===== src/rtl/piso_serializer_param.sv =====
// Parallel-in / serial-out shift register with a ready/valid load port,
// a bit-rate enable, synchronous abort and a done pulse per frame.
// A new word can be accepted on the cycle that consumes the final bit,
// so back-to-back frames run without a gap.
module piso_serializer_param #(
  parameter int DATA_WIDTH = 8,
  parameter bit MSB_FIRST  = 1'b0,
  localparam int CW        = $clog2(DATA_WIDTH + 1)
) (
  input  logic                  Clk_In,
  input  logic                  Reset_In,
  input  logic                  Abort_In,
  input  logic                  Load_Valid_In,
  output logic                  Load_Ready_Out,
  input  logic [DATA_WIDTH-1:0] Parallel_Data_In,
  input  logic                  Shift_Enable_In,
  output logic                  Serial_Data_Out,
  output logic                  Serial_Valid_Out,
  output logic                  Busy_Out,
  output logic                  Done_Out,
  output logic [CW-1:0]         Bit_Count_Out
);

  typedef enum logic {IDLE, SHIFT} state_t;

  localparam logic [CW-1:0] FULL_COUNT = CW'(DATA_WIDTH);
  localparam logic [CW-1:0] ONE        = CW'(1);

  state_t                state_q, state_d;
  logic [DATA_WIDTH-1:0] shreg_q, shreg_d;
  logic [CW-1:0]         cnt_q, cnt_d;
  logic                  done_q, done_d;

  // State, shift register, counter and done pulse registers
  always_ff @(posedge Clk_In or posedge Reset_In) begin
    if (Reset_In) begin
      state_q <= IDLE;
      shreg_q <= '0;
      cnt_q   <= '0;
      done_q  <= 1'b0;
    end else begin
      state_q <= state_d;
      shreg_q <= shreg_d;
      cnt_q   <= cnt_d;
      done_q  <= done_d;
    end
  end

  // Next-state: abort beats load, load beats shift
  always_comb begin
    logic last_bit;
    state_d  = state_q;
    shreg_d  = shreg_q;
    cnt_d    = cnt_q;
    last_bit = (state_q == SHIFT) && (cnt_q == ONE) && Shift_Enable_In;
    done_d   = last_bit && !Abort_In;
    if (Abort_In) begin
      state_d = IDLE;
      shreg_d = '0;
      cnt_d   = '0;
    end else if (Load_Valid_In && Load_Ready_Out) begin
      state_d = SHIFT;
      shreg_d = Parallel_Data_In;
      cnt_d   = FULL_COUNT;
    end else if ((state_q == SHIFT) && Shift_Enable_In) begin
      if (cnt_q > ONE) begin
        if (MSB_FIRST) shreg_d = {shreg_q[DATA_WIDTH-2:0], 1'b0};
        else           shreg_d = {1'b0, shreg_q[DATA_WIDTH-1:1]};
        cnt_d = cnt_q - ONE;
      end else begin
        state_d = IDLE;
        shreg_d = '0;
        cnt_d   = '0;
      end
    end
  end

  // Outputs; ready is held low while reset is asserted
  always_comb begin
    Busy_Out         = (state_q == SHIFT);
    Serial_Valid_Out = (state_q == SHIFT);
    Done_Out         = done_q;
    Bit_Count_Out    = cnt_q;
    Serial_Data_Out  = 1'b0;
    if (state_q == SHIFT)
      Serial_Data_Out = MSB_FIRST ? shreg_q[DATA_WIDTH-1] : shreg_q[0];
    Load_Ready_Out = ((state_q == IDLE) ||
                      ((state_q == SHIFT) && (cnt_q == ONE) && Shift_Enable_In)) &&
                     !Abort_In && !Reset_In;
  end

endmodule


===== config.mk =====
export PLATFORM = sky130hd
export DESIGN_NAME = piso_serializer_param
export DESIGN_NICKNAME = d
export VERILOG_FILES = /design/src/rtl/piso_serializer_param.sv
export SDC_FILE = /design/constraint.sdc
export NUM_CORES = 1
export LEC_CHECK = 0
export BUFFER_PORTS_ARGS = -buffer_cell sky130_fd_sc_hd__buf_2
export CAP_MARGIN = 20
export CORE_MARGIN = 3
export CORE_UTILIZATION = 38
export CTS_CLUSTER_DIAMETER = 100
export CTS_CLUSTER_SIZE = 8
export DETAILED_ROUTE_END_ITERATION = 8
export PLACE_DENSITY = 0.71
export SETUP_SLACK_MARGIN = 0.2
export SLEW_MARGIN = 20
export SYNTH_ARGS = -nofsm -noshare
export SYNTH_HDL_FRONTEND = slang
export SYNTH_SLANG_ARGS = --single-unit

===== constraint.sdc =====
create_clock -name Clk_In -period 4.4 [get_ports Clk_In]
set_input_delay 0.88 -clock Clk_In [delete_from_list [all_inputs] [get_ports Clk_In]]
set_output_delay 0.88 -clock Clk_In [all_outputs]
set_load 0.02 [all_outputs]

==> flow_summary.json <==
{
  "viasPerCell": 5.18,
  "endpoint_kind": "primary output",
  "drv_slew": 0,
  "grt_antenna_before_repair": 0,
  "core_mm2": 0.00200,
  "period_minus_slack_ps": 2580,
  "grt_busiest_layer": "met2",
  "io_buffer_count": 21,
  "grt_overflow": 0,
  "async_reset_ff_share_pct": 100,
  "synth_top_flop_cell": "dfrtp_1",
  "postCtsResizedCells": 0,
  "fin_tns_setup_ps": 0,
  "hold_class": "reg -> reg",
  "yosys.area.top_type": "dfrtp_1",
  "drtIter0Drc": 15,
  "grt_usage_pct": 14.0,
  "finClkSkew_ps": 4.16,
  "synth_top_area_share_pct": 42.6,
  "clk_pin_slew_ps": 90,
  "stdcell_count": 124,
  "fin_crit_sh_pct": 58.7,
  "dieArea_mm2": 0.00276,
  "final_core_util_pct": 48.0,
  "cp_max_fo": 4,
  "ys_seq_area_share_pct": 42.6,
  "synthTopCellsByArea": "dfrtp_1 43%, a211oi_1 10%, a221o_1 8.5%",
  "path_cells": "inv_1 -> ha_1 -> nand4bb_1 -> a211oi_1 -> buf_2",
  "dp_hpwl_mm": 1.17,
  "final_nets": 113,
  "ys_ff_latch": 14,
  "slowest_delay_ps": 410,
  "syn-num-nets": 92,
  "drive_gt1_share_pct": 36.1,
  "status": "completed",
  "synth_cells": 77,
  "die_y_um": 52.5,
  "path_class": "reg -> out",
  "netlist_area_um2": 822,
  "n_fill_cell": 213,
  "grt_use_met3_pct": 3.42,
  "cts_sinks": 14,
  "cts-buffers-inserted": 3,
  "synth_cell_type_count": 27,
  "path_buf_inv": 2,
  "holdBufCountCts": 0,
  "routedWlPerCell_um": 13.0,
  "finalHoldViolCount": 0,
  "ios": 22,
  "htree_num_levels": 1,
  "syn_avg_cell_area_um2": 10.7,
  "clock-root-buffer": "clkbuf_4",
  "layout_commonest_cell": "buf_2",
  "yosys_warnings": 0,
  "die_w_um": 52.5,
  "worstPathRequired_ps": 3520,
  "wl_mm": 1.62,
  "met2_usage_pct": 21.7,
  "maxCapViolations": 0,
  "fmax_mhz": 387,
  "diodes": 0,
  "rows": 16,
  "worst_ep_arrival_time_ps": 1700,
  "power_leakage_nw": 0.444,
  "synth_edf_count": 0,
  "postLayoutCellArea_um2": 961,
  "drt-pass1-iter-count": 4,
  "cts_setup_buffers": 0,
  "grt_pass1_vias": 645,
  "cts_max_path_buffers": 2,
  "clk_latency_ps": 270,
  "place.gp.congestion": 0.793,
  "num_vias": 642,
  "start_util_pct": 41.1,
  "holdWs_ps": 510,
  "startpoint_type": "flip-flop",
  "slowest_stage": "dfrtp_1",
  "cts_tree": "built",
  "tightest_slew_ps": 697,
  "grt_util_met1_pct": 18.2,
  "grt_max_degree": 15,
  "grt_pass1_wl_mm": 2.82,
  "rsz0062_at_grt": "no",
  "final_cell_mix": "21 x buf_2, 14 x dfrtp_1, 12 x inv_1",
  "drc": 0,
  "syn_to_final_growth_pct": 16.9,
  "setup_viol": 0,
  "ant_nets": 0,
  "slew_headroom_pct": 53.4,
  "placed_cells": 120,
  "power_density_mw_per_mm2": 284,
  "cp_top_family": "flip-flops",
  "place_area_um2": 925,
  "ir_worst_vdd_v": 0.000141
}
layout make-up:
class	count	area, µm²	share of cell area [%]
multi-input cells	46	390	40.6
flip-flops and latches	14	350	36.5
repair buffers	21	105	10.9
inverters	12	45.0	4.69
clock buffers	4	36.3	3.78
well taps	27	33.8	3.52
power by group:
group          total, mW  internal, mW  switching [mW]
clock network     0.0911        0.0502          0.0409
registers          0.140         0.134         0.00587
logic             0.0417        0.0166          0.0252
metal layers:
layer	vias to the layer above	wire [µm]
met4	0	12
met3	2	101
met1	293	761
met2	21	739
li1	326	-
met5	-	0
synthesized netlist by cell type (2+ instances only):
cell      number
and2_2         2
dfrtp_1       14
ha_1           2
nand2_1        3
a21o_2         2
nand3_1        3
buf_2          2
a211oi_1      11
a221o_1        7
buf_4          2
inv_1         12
nor2_1         2
state kept, by name (all words and copies together) (netlist names):
| name | flops |
|---|---|
| Bit_Count_Out | 4 |
| Done_Out | 1 |
| Busy_Out | 1 |
| shreg_q | 8 |
path summary, 6_finish.rpt:
check	end	cells after the start	startpoint	slack (ps)
min in group asynchronous	Bit_Count_Out[2]	2	Reset_In	680
max in group asynchronous	shreg_q[4]	2	Reset_In	3360
setup / recovery	Load_Ready_Out	5	Bit_Count_Out[1]	1820
hold reg to reg	shreg_q[0]	1	shreg_q[0]	510
setup reg to reg	shreg_q[5]	5	Bit_Count_Out[1]	2640
hold / removal	shreg_q[0]	1	shreg_q[0]	510
through the flow:
| stage | power [mW] | worst slack (ps) |
|---|---|---|
| 3_3_place_gp | 0.184 | 1860 |
| 2_1_floorplan | 0.173 | 1830 |
| 6_report | 0.273 | 1820 |
| 3_5_place_dp | 0.185 | 1840 |
| 5_1_grt | 0.293 | 1670 |
| 4_1_cts | 0.278 | 1820 |
cell families after synthesis:
family	synth area share, %
AND/OR/NAND/NOR	16.7
adder cells (fa/ha/maj)	3.04
buffers and inverters	9.89
flip-flops	42.6
AO/OA/AOI/OAI	27.7
Power figures use the tool's default switching activity.
